===== src/rtl/if_id_pkg.sv =====
// if_id_pkg: shared constants and width helper for the IF/ID instruction queue
package if_id_pkg;
  localparam logic [31:0] NOP_INST = '0;
  function automatic int clog2_p1(input int depth);
    return $clog2(depth + 1);
  endfunction
endpackage


===== src/rtl/if_id_queue_mem.sv =====
// if_id_queue_mem: unreset flop array, one sync write port, one async read port
module if_id_queue_mem #(
  parameter int DEPTH = 4,
  parameter int W     = 64
) (
  input  logic                     clk_i,
  input  logic                     we,
  input  logic [$clog2(DEPTH)-1:0] waddr,
  input  logic [W-1:0]             wdata,
  input  logic [$clog2(DEPTH)-1:0] raddr,
  output logic [W-1:0]             rdata
);
  logic [W-1:0] mem [DEPTH];
  // storage holds no reset; control state alone decides which entries are live
  always_ff @(posedge clk_i)
    if (we) mem[waddr] <= wdata;
  assign rdata = mem[raddr];
endmodule


===== src/rtl/if_id_queue.sv =====
// if_id_queue: DEPTH-entry fetch-to-decode queue with stall, flush and NOP bubble
module if_id_queue
  import if_id_pkg::*;
#(
  parameter int PC_W        = 32,
  parameter int INST_W      = 32,
  parameter int DEPTH       = 4,
  parameter int ZERO_BUBBLE = 1
) (
  input  logic                       clk_i,
  input  logic                       rst_n_i,
  input  logic                       valid_i,
  input  logic [PC_W-1:0]            addedPC_i,
  input  logic [INST_W-1:0]          inst_i,
  output logic                       ready_o,
  input  logic                       stall_i,
  input  logic                       flush_i,
  output logic                       valid_o,
  output logic [PC_W-1:0]            addedPC_o,
  output logic [INST_W-1:0]          inst_o,
  output logic [clog2_p1(DEPTH)-1:0] count_o
);
  localparam int AW = $clog2(DEPTH);
  localparam int CW = clog2_p1(DEPTH);
  logic [AW-1:0]          wp, rp;
  logic [CW-1:0]          count;
  logic                   push, pop;
  logic [PC_W+INST_W-1:0] rdata;
  assign ready_o = count < CW'(DEPTH);
  assign valid_o = count != '0;
  assign count_o = count;
  assign push    = valid_i & ready_o;
  assign pop     = valid_o & ~stall_i;
  if_id_queue_mem #(.DEPTH(DEPTH), .W(PC_W + INST_W)) u_mem (
    .clk_i (clk_i),
    .we    (push & ~flush_i),
    .waddr (wp),
    .wdata ({addedPC_i, inst_i}),
    .raddr (rp),
    .rdata (rdata)
  );
  assign addedPC_o = (ZERO_BUBBLE != 0 && !valid_o) ? '0 : rdata[PC_W+INST_W-1:INST_W];
  assign inst_o    = (ZERO_BUBBLE != 0 && !valid_o) ? INST_W'(NOP_INST) : rdata[INST_W-1:0];
  // flush discards everything including this cycle's push; otherwise pointers advance per handshake
  always_ff @(posedge clk_i or negedge rst_n_i)
    if (!rst_n_i) begin
      wp    <= '0;
      rp    <= '0;
      count <= '0;
    end else if (flush_i) begin
      wp    <= '0;
      rp    <= '0;
      count <= '0;
    end else begin
      if (push) wp <= wp + 1'b1;
      if (pop) rp <= rp + 1'b1;
      count <= (push && !pop) ? count + 1'b1 : (pop && !push) ? count - 1'b1 : count;
    end
endmodule


===== config.mk =====
export PLATFORM = sky130hd
export DESIGN_NAME = if_id_queue
export DESIGN_NICKNAME = d
export VERILOG_FILES = /design/src/rtl/if_id_pkg.sv /design/src/rtl/if_id_queue_mem.sv /design/src/rtl/if_id_queue.sv
export SDC_FILE = /design/constraint.sdc
export NUM_CORES = 1
export LEC_CHECK = 0
export BUFFER_PORTS_ARGS = -buffer_cell sky130_fd_sc_hd__buf_2
export CORE_MARGIN = 1.5
export CORE_UTILIZATION = 50
export CTS_CLUSTER_SIZE = 14
export DETAILED_ROUTE_END_ITERATION = 12
export GPL_TIMING_DRIVEN = 0
export PLACE_DENSITY = 0.7
export SETUP_SLACK_MARGIN = 0.2
export SYNTH_ARGS = -nofsm -noshare
export SYNTH_HDL_FRONTEND = slang
export SYNTH_HIERARCHICAL = 1
export SYNTH_SLANG_ARGS = --single-unit

===== constraint.sdc =====
create_clock -name clk_i -period 11.85 [get_ports clk_i]
set_input_delay 2.37 -clock clk_i [delete_from_list [all_inputs] [get_ports clk_i]]
set_output_delay 2.37 -clock clk_i [all_outputs]
set_load 0.01 [all_outputs]

* Word-level counts from Yosys, hierarchy flattened
Memories as Yosys holds them, arrays and structs flattened.
Cells that the tools add are included.
** Storage, ports and cells
- Register bits :: 7
- Bits in latches :: 0
- Memory bits (writable) :: 256
- Memory bits (read-only) :: 0
- Bits of input ports :: 69
- Output and inout port bits :: 69
- Logic and storage cells :: 33
- Memories :: 1
** Memory list
- u_mem.mem :: words 4, bits a word 64, rd ports 1, clocked after Yosys merged registers in 0, write ports 1, RTL line if_id_queue_mem.sv:13 : logic [W-1:0] mem [DEPTH];
** Cells by class
- $add $sub $neg :: 4
- Multiply operators :: 0
- Div/mod/pow operators :: 0
- Order comparisons :: 1
- Eq/ne operators :: 0
- Shift-type cells :: 0
- Muxes and demuxes :: 11
- Bitwise operators :: 5
- Reduce and logical (&&, ||, !) cells :: 8
** Operators by type and width (number)
- 32-bit two-way mux :: 2
- 3-bit two-way mux :: 3
- 2-bit two-way mux :: 4
- 3-bit nonzero test :: 2
- 2-bit by 1-bit adder with 2-bit output, second input constant :: 2
- 2-bit nonzero test :: 2
- 3-bit by 1-bit adder with 3-bit output, second input constant :: 1
- 1-bit bitwise AND :: 3
- 3-bit less-than comparator, second input constant :: 1
- 3-bit by 1-bit subtractor with 3-bit output, second input constant :: 1
- 1-bit logical AND :: 2
- 1-bit logical NOT :: 2
- 1-bit two-way mux :: 2
- 1-bit inverter :: 2

* Depth between registers and ports, before layout
- Depth in word-level cells :: 7
- Depth in mapped cells :: 7
- Gate-level depth less buffers :: 7

* Cells and area by module
Netlist, hierarchy kept.
** Modules (own cells, without submodules)
- if_id_queue_mem :: instances 1, cells an instance 338, area each 9341.5 µm²
- if_id_queue :: instances 1, cells an instance 123, area each 899.6 µm²

* Worst setup path before layout
Ideal clock, no wire load.
- Kind :: input port to flip-flop
- From :: in flush_i
- To :: mem u_mem.mem[0][0], enable pin
- Data arrival time :: 7.409 ns
- Required time :: 11.272 ns
- Slack :: 3.863 ns
- Cell stages on the path :: 3
- Path through :: buf_1 nor2_1 nor3b_1
** Between the ends
- Cells in the longest elaborated chain, start to end :: 4
** RTL lines
- from (decl) :: RTL line if_id_queue.sv:17 : input logic flush_i,
- 1-bit inverter :: RTL line if_id_queue.sv:36 : .we (push & ~flush_i),
- 1-bit bitwise AND :: RTL line if_id_queue.sv:36
- 1-bit two-way mux :: RTL line if_id_queue_mem.sv:16 : if (we) mem[waddr] <= wdata;
- 1-bit two-way mux (implied by the code) :: RTL line if_id_queue_mem.sv:16
- to (decl) :: RTL line if_id_queue_mem.sv:13
No other way between the ends.

* Worst setup path in the final report
- From :: reg count[2], in the netlist count_o[2]
- To :: out addedPC_o[30]
** Between the ends
- Cells in the longest elaborated chain, start to end :: 2
** RTL lines
- from (decl) :: RTL line if_id_queue.sv:26 : logic [CW-1:0] count;
- from (signal assigned) :: RTL line if_id_queue.sv:57 : count <= (push && !pop) ? count + 1'b1 : (pop && !push) ? count - 1'b1 : count;
- 3-bit nonzero test :: RTL line if_id_queue.sv:30 : assign valid_o = count != '0;
- 32-bit two-way mux :: RTL line if_id_queue.sv:42 : assign addedPC_o = (ZERO_BUBBLE != 0 && !valid_o) ? '0 : rdata[PC_W+INST_W-1:INST_W];
- to (decl) :: RTL line if_id_queue.sv:19 : output logic [PC_W-1:0] addedPC_o,
No other way between the ends.

==> flow_summary.yaml <==
run_status:
  status: "finished, final reports clean"
grt:
  grt_first_pass_wirelength_um: 29700
  grt_pass1_vias: 5357
  track_usage: 0.183
  antenna_found_initial: 1
  grt_max_degree: 38
  grt.overflow.total: 0
clock_tree:
  cts.sinks: 263
  cts_resized: 0
  cts_buffer_depth: 3
  htree_levels: 1
  cts_made_buffers: 27
  cts_tree: "built"
  clkTransAtPathRegs_ns: 0.06
  ctsHoldBuffers: 0
  insertion_delay_ns: 0.53
  cts_setup_buffers: 0
  cts_root_buffer: "clkbuf_16"
yosys:
  synth-seq-cells: 263
  netlist_top_cells_area: "edfxtp_1 75%, mux4_2 13%, and2_1 3.9%"
  syn_area_sq_mm: 0.0102
  synth_ff_type: "edfxtp_1"
  avgSynthCellArea_sq_um: 22.2
  yosysSeqAreaShare: 0.768
  synthArstFlopShare: 0.0266
  yosysMostFrequentCell: "edfxtp_1"
  netlist.area_leader.share: 0.751
  synth_nets: 531
  ys.warnings.count: 6
  synth_top_area_cell: "edfxtp_1"
  synth_cells: 461
  synth_cell_type_count: 38
  synthTopCellsByCount: "256 x edfxtp_1, 64 x and2_1, 60 x mux4_2"
  synth_edf_count: 256
critical_path:
  slowest_delay_ns: 0.40
  worstPathArrival_ns: 2.29
  cpMostUsedCell: "buf_2"
  cpMaxStageDelayCell: "dfrtp_1"
  path_cells: "buf_6, nor3_4, inv_2, buf_2, clkbuf_2, and2_1, buf_2"
  crit_required_ns: 9.48
  worstPathMaxFanout: 10
  reg2reg_from: "count_o[2]"
  endpoint_kind: "output port"
  rrSetupSlack_ns: 9.17
  timing.rr.end: "u_mem/mem[0][20]"
  worstSetupPathType: "reg2out"
  reg2regPathDepth: 8
  startpoint_type: "flip-flop"
  cp_top_family: "buffers and inverters"
  crit_buf_inv: 5
die:
  die_area_sq_mm: 0.0213
  dieHeight_um: 146
  fp.dieW_um: 146
  core.rowCount: 52
  coreArea_sq_mm: 0.0202
  start_util: 0.508
  io_pins: 138
final_layout:
  synthToLayoutAreaGrowth_pct: 20.2
  regArea_sq_mm: 0.00786
  finalNetCount: 706
  utilization: 0.610
  n_fill_cell: 1463
  antenna_cells: 0
  drive_gt1_frac: 0.416
  multi_input_area_sq_mm: 0.00216
drt:
  wirelength_um: 18800
  vias: 4958
  viasPerCell: 5.35
  drcViolationCount: 0
  routedWlPerCell_um: 20.3
  drt_iter0_markers: 253
  drtPass1Iterations: 4
  ant_nets: 0
sta:
  skew_ns: 0.0122
  setup_tns_ns: 0
  period_share: 0.393
  max_freq_ghz: 0.215
  hold_violations: 0
  slew-limit-headroom: 0.510
  finalSetupViolations: 0
  rsz0062_at_grt: "false"
  fin_crit_ns: 4.66
  max_slew.worst_pin.slew_ns: 0.732
  drv_slew: 0
hold_path:
  hp-class: "reg2reg"
  hold_end: "rp[1]"
  min_from: "rp[1]"
  whs_path_depth: 2
pwr:
  swShare: 0.266
  p_int_mw: 1.91
  p_leak_nw: 4.27
  p_sw_uw: 693
  p_per_area_mw_per_mm2: 212
  power_frac_comb: 0.254
  clkPwrFrac: 0.320
  power_mw: 2.60
  power.share.sequential: 0.426
  ir_drop_v: 0.000142
placement:
  port_buffers: 136
  gp_congestion: 0.749
  dpl.hpwl_um: 12000
run:
  cap_violations: 0
## per-layer routing
layer	GRT usage	vias to the layer above	wire (um)
met2	0.312	129	9610
li1	-	2227	-
met4	0.0394	2	311
met5	0	-	14
met3	0.0522	30	1270
met1	0.235	2570	7630
## worst min-delay path, stage by stage (launching register included)
cell and delay, ns:
dfrtp_1 0.39, o31ai_1 0.07, a21oi_1 0.06
## layout make-up
cell class              instances  share of cell area
flip-flops and latches        263               0.639
inverters                       5             0.00153
clock buffers                  32              0.0564
clock inverters                17              0.0157
plain buffers                  24              0.0177
repair buffers                146              0.0669
well taps                     270              0.0275
multi-input cells             169               0.175
## placed cells by master, fill, tap and decap left out, types with 2 or more instances in the layout
master,netlist,final
edfxtp_1,256,256
buf_2,7,143
and2_1,64,64
mux4_2,60,60
clkbuf_16,0,27
buf_12,6,9
buf_6,2,8
clkbuf_1,3,8
nor2_1,7,7
dfrtp_1,7,7
clkbuf_2,5,5
a21oi_1,5,5
clkinv_2,0,5
clkinv_1,0,4
bufinv_16,0,4
mux4_1,4,4
inv_1,3,3
nand2_1,3,3
inv_2,2,2
nor2b_1,2,2
xnor2_1,2,2
o311a_1,2,2
clkinvlp_4,0,2
and3b_4,0,2
## kinds of logic after synthesis
family	after synthesis	synth area share
compound gates	14	0.00941
fa+ha+maj	1	0.00195
flops	263	0.768
mux	64	0.142
simple gates	87	0.0530
buf+inv	29	0.0231
xor+xnor	3	0.00257
## stage by stage
stage               area (sq um)  std cells  setup slack (ns)  hold WS, ns
finish                     12300        926              7.19        0.558
global route               12300        926              7.05        0.585
CTS                        12300        926              7.12        0.561
detailed placement         11400        877              7.24        0.553
global placement           11300        867            0.0247        0.531
floorplan                  10200        461              3.86        0.518
## sequential cells by signal (all words and copies together) (netlist names)
signal	flops
count_o	3
rp	2
u_mem/mem	256
wp	2
## worst max-delay path by stage
stage	from	endpoint	cells past startpoint
after floorplan	flush_i	u_mem/mem[0][0]	3
after global placement	valid_i	u_mem/mem[0][15]	4
after detailed placement	valid_i	u_mem/mem[0][22]	8
after CTS	count_o[2]	inst_o[0]	7
after global routing	count_o[2]	addedPC_o[30]	7
final	count_o[2]	addedPC_o[30]	7
## power by group through the flow
stage | sequential [mW] | combinational, mW | clock, mW
after global placement | 1.14 | 0.649 | 0
after global routing | 1.11 | 0.727 | 0.890
after floorplan | 1.13 | 0.425 | 0
final | 1.11 | 0.663 | 0.833
after CTS | 1.11 | 0.682 | 0.853
after detailed placement | 1.13 | 0.676 | 0
(Power assumes the default switching activity.)
